**src/rtl/red_pitaya_asg_sweep.sv**
```systemverilog
// Frequency-sweep sequencer for one ASG channel: ramps the phase-accumulator
// step word from a start to a stop value, one increment per dwell interval.
module red_pitaya_asg_sweep #(
    parameter int RSZ = 14,
    parameter int DW  = 32
) (
    input  logic            dac_clk_i,
    input  logic            dac_rst_i,
    input  logic            start_i,
    input  logic            stop_i,
    input  logic [RSZ+47:0] cfg_start_i,
    input  logic [RSZ+47:0] cfg_stop_i,
    input  logic [RSZ+47:0] cfg_inc_i,
    input  logic [DW-1:0]   cfg_dwell_i,
    input  logic [1:0]      cfg_mode_i,
    input  logic [15:0]     cfg_ncyc_i,
    output logic [RSZ+47:0] step_o,
    output logic            step_upd_o,
    output logic            trig_o,
    output logic            busy_o,
    output logic            done_o,
    output logic [15:0]     sweep_cnt_o
);

    localparam int SW = RSZ + 48;

    typedef enum logic [1:0] {IDLE, RUN, DONE} state_t;

    state_t        state;
    logic [SW-1:0] orig_r;
    logic [SW-1:0] tgt_r;
    logic [SW-1:0] inc_r;
    logic [DW-1:0] dwell_r;
    logic [DW-1:0] dwell_cnt;
    logic [1:0]    mode_r;
    logic [15:0]   ncyc_r;
    logic          up_r;

    logic [DW-1:0] dwell_load;
    logic [15:0]   cnt_next;
    logic          at_end;
    logic          last_sweep;
    logic [SW-1:0] fwd_step;
    logic [SW-1:0] rev_step;

    // One increment toward tgt, clamped at tgt; the extra bit catches carry/borrow.
    function automatic logic [SW-1:0] step_toward(input logic [SW-1:0] cur,
                                                  input logic [SW-1:0] inc,
                                                  input logic [SW-1:0] tgt,
                                                  input logic          up);
        logic [SW:0]   nxt;
        logic [SW-1:0] res;
        if (up) begin
            nxt = {1'b0, cur} + {1'b0, inc};
            res = (nxt[SW] || nxt[SW-1:0] >= tgt) ? tgt : nxt[SW-1:0];
        end else begin
            nxt = {1'b0, cur} - {1'b0, inc};
            res = (nxt[SW] || nxt[SW-1:0] <= tgt) ? tgt : nxt[SW-1:0];
        end
        return res;
    endfunction

    assign dwell_load = (cfg_dwell_i == '0) ? '0 : cfg_dwell_i - DW'(1);
    assign cnt_next   = (sweep_cnt_o == 16'hFFFF) ? sweep_cnt_o : sweep_cnt_o + 16'd1;
    assign at_end     = (step_o == tgt_r);
    assign last_sweep = (mode_r == 2'd0) || (mode_r == 2'd3) ||
                        ((ncyc_r != 16'd0) && (cnt_next == ncyc_r));
    assign fwd_step   = step_toward(step_o, inc_r, tgt_r, up_r);
    assign rev_step   = step_toward(step_o, inc_r, orig_r, !up_r);

    always_ff @(posedge dac_clk_i or posedge dac_rst_i) begin
        if (dac_rst_i) begin
            state       <= IDLE;
            step_o      <= '0;
            step_upd_o  <= 1'b0;
            trig_o      <= 1'b0;
            busy_o      <= 1'b0;
            done_o      <= 1'b0;
            sweep_cnt_o <= '0;
            dwell_cnt   <= '0;
            dwell_r     <= '0;
            orig_r      <= '0;
            tgt_r       <= '0;
            inc_r       <= '0;
            mode_r      <= '0;
            ncyc_r      <= '0;
            up_r        <= 1'b1;
        end else begin
            step_upd_o <= 1'b0;
            trig_o     <= 1'b0;
            done_o     <= 1'b0;
            // step_o is left untouched on abort so the channel stays phase-continuous
            if (stop_i) begin
                state  <= IDLE;
                busy_o <= 1'b0;
            end else if (start_i) begin
                state       <= RUN;
                busy_o      <= 1'b1;
                step_o      <= cfg_start_i;
                step_upd_o  <= 1'b1;
                trig_o      <= 1'b1;
                sweep_cnt_o <= '0;
                dwell_cnt   <= dwell_load;
                dwell_r     <= dwell_load;
                orig_r      <= cfg_start_i;
                tgt_r       <= cfg_stop_i;
                inc_r       <= cfg_inc_i;
                mode_r      <= cfg_mode_i;
                ncyc_r      <= cfg_ncyc_i;
                up_r        <= (cfg_start_i <= cfg_stop_i);
            end else if (state == RUN) begin
                if (dwell_cnt != '0) begin
                    dwell_cnt <= dwell_cnt - DW'(1);
                end else begin
                    dwell_cnt <= dwell_r;
                    if (!at_end) begin
                        step_o     <= fwd_step;
                        step_upd_o <= (fwd_step != step_o);
                    end else begin
                        sweep_cnt_o <= cnt_next;
                        if (last_sweep) begin
                            state  <= DONE;
                            busy_o <= 1'b0;
                            done_o <= 1'b1;
                        end else if (mode_r == 2'd1) begin
                            step_o     <= orig_r;
                            step_upd_o <= 1'b1;
                            trig_o     <= 1'b1;
                        end else begin
                            // Triangle: swap endpoints and take the first step back at once
                            orig_r     <= tgt_r;
                            tgt_r      <= orig_r;
                            up_r       <= !up_r;
                            step_o     <= rev_step;
                            step_upd_o <= (rev_step != step_o);
                        end
                    end
                end
            end
        end
    end

endmodule

```
**config.mk**
```make
export PLATFORM = sky130hd
export DESIGN_NAME = red_pitaya_asg_sweep
export DESIGN_NICKNAME = d
export VERILOG_FILES = /design/src/rtl/red_pitaya_asg_sweep.sv
export SDC_FILE = /design/constraint.sdc
export NUM_CORES = 2
export LEC_CHECK = 0
export BUFFER_PORTS_ARGS = -buffer_cell sky130_fd_sc_hd__buf_4
export CAP_MARGIN = 20
export CORE_MARGIN = 10
export CORE_UTILIZATION = 30
export CTS_CLUSTER_SIZE = 8
export DETAILED_ROUTE_END_ITERATION = 10
export PLACE_DENSITY = 0.54
export SYNTH_ARGS = -nofsm -noshare
export SYNTH_HDL_FRONTEND = slang
export SYNTH_SLANG_ARGS = --single-unit
```
**constraint.sdc**
```tcl
create_clock -name dac_clk_i -period 24.4 [get_ports dac_clk_i]
set_input_delay 4.88 -clock dac_clk_i [delete_from_list [all_inputs] [get_ports dac_clk_i]]
set_output_delay 4.88 -clock dac_clk_i [all_outputs]
set_load 0.02 [all_outputs]
```
==> out/results.ini <==
[floorplanning]
die-area_um2 = 150000
die_h_um = 387
dieWidth_um = 387
initial_utilization = 0.303
ios = 322
core.rowCount = 134
coreArea_um2 = 134000

[synth]
yosys.area.top_type_share = 0.217
synthFlopType = dfrtp_1
synth_area_leaders = dfrtp_1 22%, ha_1 14%, nand2_1 6.2%, o21ai_0 5.6%, a21oi_1 5.5%
ys_ff_latch = 352
seq_area_frac_synth = 0.218
ys_async_sr_fraction = 1.00
synthCells = 5389
synth_compound_area_frac = 0.257
synth_top_family_by_area = compound AO/OA/AOI/OAI gates
synthAdderAreaFrac = 0.137
avgSynthCellArea_um2 = 7.52
syn_area_um2 = 40500
synth_edf_count = 0
yosys_warnings = 0
syn_nets = 6070
ys_types = 106
synth_mux_area_frac = 0.0510
synthXorXnorAreaFrac = 0.0698
yosys.area.top_type = dfrtp_1
synth_simple_gate_area_frac = 0.198

[layout]
final_cells = 7373
layout.nets = 6269
num-fill-cells = 14325
post-route-util = 0.348
drive_above_1_share = 0.111
area_growth_syn_to_layout_pct = 15.0
seqCellArea_um2 = 8810
multi_input_area_um2 = 28900
diodes = 0

[worst_setup_path]
cpPeakStageDelay_ns = 1.06
cp.depth = 27
r2r_start = step_o[18]
crit_slowest_cell = o31ai_1
r2r_cells = 27
endpoint_kind = flip-flop
crit_buf_inv = 2
critical_path.top_delay_family = compound AO/OA/AOI/OAI gates
crit_fanout = 49
crit_required_ns = 24.93
cp_common_cell = nand4_1
reg2reg_slack_ns = 13.28
start_kind = flip-flop
worstPathArrival_ns = 11.65
crit_end = step_upd_o
critical_path.startpoint = step_o[18]
r2r_end = step_upd_o
criticalPathCategory = flip-flop to flip-flop

[placement]
numPortBuffers = 321
hpwlAfterDp_um = 186000
pre_cts_slack_ns = 13.80
gp_congestion = 1.12
post-place-cells = 7296

[timing]
layout_setup_ws_ns = 13.28
period_minus_slack_ns = 11.12
max_slew_margin = 0.0861
fin_setup_tns_ns = 0
finalSetupViolCount = 0
fin_crit_sh = 0.456
maxSlewViolCount = 0
rsz0062_at_grt = false
tightestPinTransition_ns = 1.36
fmax_mhz = 89.9
hold_viol = 0
skew_ns = 0.0345

[route]
drt_iter0_markers = 5938
drc = 0
wl_per_cell_um = 31.6
wirelength_um = 233000
drt_pass1_iterations = 6
postRouteAntennaNets = 0
vias_per_cell = 6.16
num_vias = 45406

[clocking]
clkLatencyLatePin_ns = 0.70
cts_buffers = 54
h-tree-depth = 2
clockBufferDepth = 3
ctsHoldBuffers = 0
post-cts-setup-buffer-count = 0
cts_root_buffer = clkbuf_16
tritoncts = done
clk_pin_slew_worst_paths_ns = 0.05
cts_sinks = 352
post_cts_resized = 0

[grt]
grt_pass1_wl_um = 326000
first_global_vias = 42724
antenna_found_initial = 26
grt_start_max_net_pins = 165
grt_usage = 0.294
grt_overflow = 0

[flow_run]
max_cap_violations = 0

[worst_hold_path]
hold_class = flip-flop to flip-flop

[run_status]
outcome = finished clean

==> metal layers <==
| layer | vias to the layer above | share of wire | global-route usage |
|---|---|---|---|
| met5 | - | 0.0011 | 0 |
| met4 | 38 | 0.068 | 0.161 |
| li1 | 19918 | - | - |
| met3 | 632 | 0.11 | 0.0805 |
| met1 | 21934 | 0.41 | 0.389 |
| met2 | 2884 | 0.41 | 0.429 |
==> cell families (layout without fill, tap and decap cells) <==
group           count (synthesis)  in the layout
fa+ha+maj                     441            441
simple gates                 1717           1717
compound gates               1641           1641
flops                         352            352
xor+xnor                      323            323
buf+inv                       712            928
mux                           203            203
==> synthesized netlist by cell type, types with 15 or more instances <==
library cell / instances
nand2_1: 669
o21ai_0: 455
a21oi_1: 443
ha_1: 439
inv_1: 385
nor2_1: 378
dfrtp_1: 351
xnor2_1: 206
clkbuf_1: 204
mux2i_1: 184
nand3_1: 121
nand4_1: 118
xor2_1: 117
nor3_1: 110
nor4_1: 98
buf_2: 74
a211oi_1: 73
o31ai_1: 62
o22ai_1: 53
a31oi_1: 52
a21o_1: 51
o211ai_1: 48
nand2b_1: 45
nor2b_1: 40
a221oi_1: 33
a22oi_1: 29
o21ai_1: 29
o21bai_1: 27
o21a_1: 24
and3_1: 23
or3_1: 23
a2111oi_0: 22
o221ai_1: 22
o2111ai_1: 21
a221o_1: 19
inv_2: 19
and4_1: 18
or4_1: 17
buf_1: 16
a21boi_0: 15
mux2_2: 15
==> sequential cells by signal, indices dropped and copies added (netlist names), 2 cells and up <==
register / flops
dwell_cnt: 32
dwell_r: 32
step_o: 62
mode_r: 2
orig_r: 62
ncyc_r: 16
tgt_r: 62
inc_r: 62
sweep_cnt_o: 16
state: 2
==> layout by cell type (no fill, tap or decap), drive strengths merged, types with 29 or more instances in the layout <==
| cell | n |
|---|---|
| nand2 | 669 |
| o21ai | 485 |
| buf | 448 |
| a21oi | 443 |
| ha | 439 |
| inv | 405 |
| nor2 | 380 |
| dfrtp | 351 |
| xnor2 | 206 |
| mux2i | 185 |
| nand3 | 122 |
| nand4 | 118 |
| xor2 | 117 |
| nor3 | 112 |
| nor4 | 103 |
| a211oi | 75 |
| clkbuf | 66 |
| o31ai | 62 |
| o22ai | 53 |
| a31oi | 53 |
| a21o | 51 |
| o211ai | 51 |
| nand2b | 45 |
| nor2b | 40 |
| a221oi | 35 |
| a22oi | 29 |
==> through the flow <==
stage | hold WS (ns) | instance area (um2)
floorplan | 0.445 | 40500
CTS | 0.477 | 46500
detailed placement | 0.463 | 44900
global placement | 0.459 | 44800
global route | 0.486 | 46600
finish | 0.474 | 46600
==> area by class of cell <==
cell class / instances / area share
clock inverters: 10 / 0.00516
clock buffers: 63 / 0.0308
repair buffers: 451 / 0.0733
well taps: 1768 / 0.0475
multi-input cells: 4325 / 0.621
inverters: 404 / 0.0327
flip-flops and latches: 352 / 0.189
==> how the worst min path moves through the flow <==
stage                        endpoint  depth (start not counted)        start
after floorplan           dwell_r[12]                          2  dwell_r[12]
after global placement    dwell_r[21]                          1  dwell_r[21]
after detailed placement   dwell_r[5]                          2   dwell_r[5]
after CTS                  dwell_r[3]                          2   dwell_r[3]
after global routing      dwell_r[14]                          1  dwell_r[14]
final                     dwell_r[16]                          2  dwell_r[16]
==> tightest hold or removal path, stage by stage, from the launching register on <==
cell     delay [ns]
dfrtp_1        0.34
nand2_1        0.05
nand2_1        0.05
Power is not shown: default switching activity piles up to over one toggle a cycle in this logic, so the estimate is an artifact.
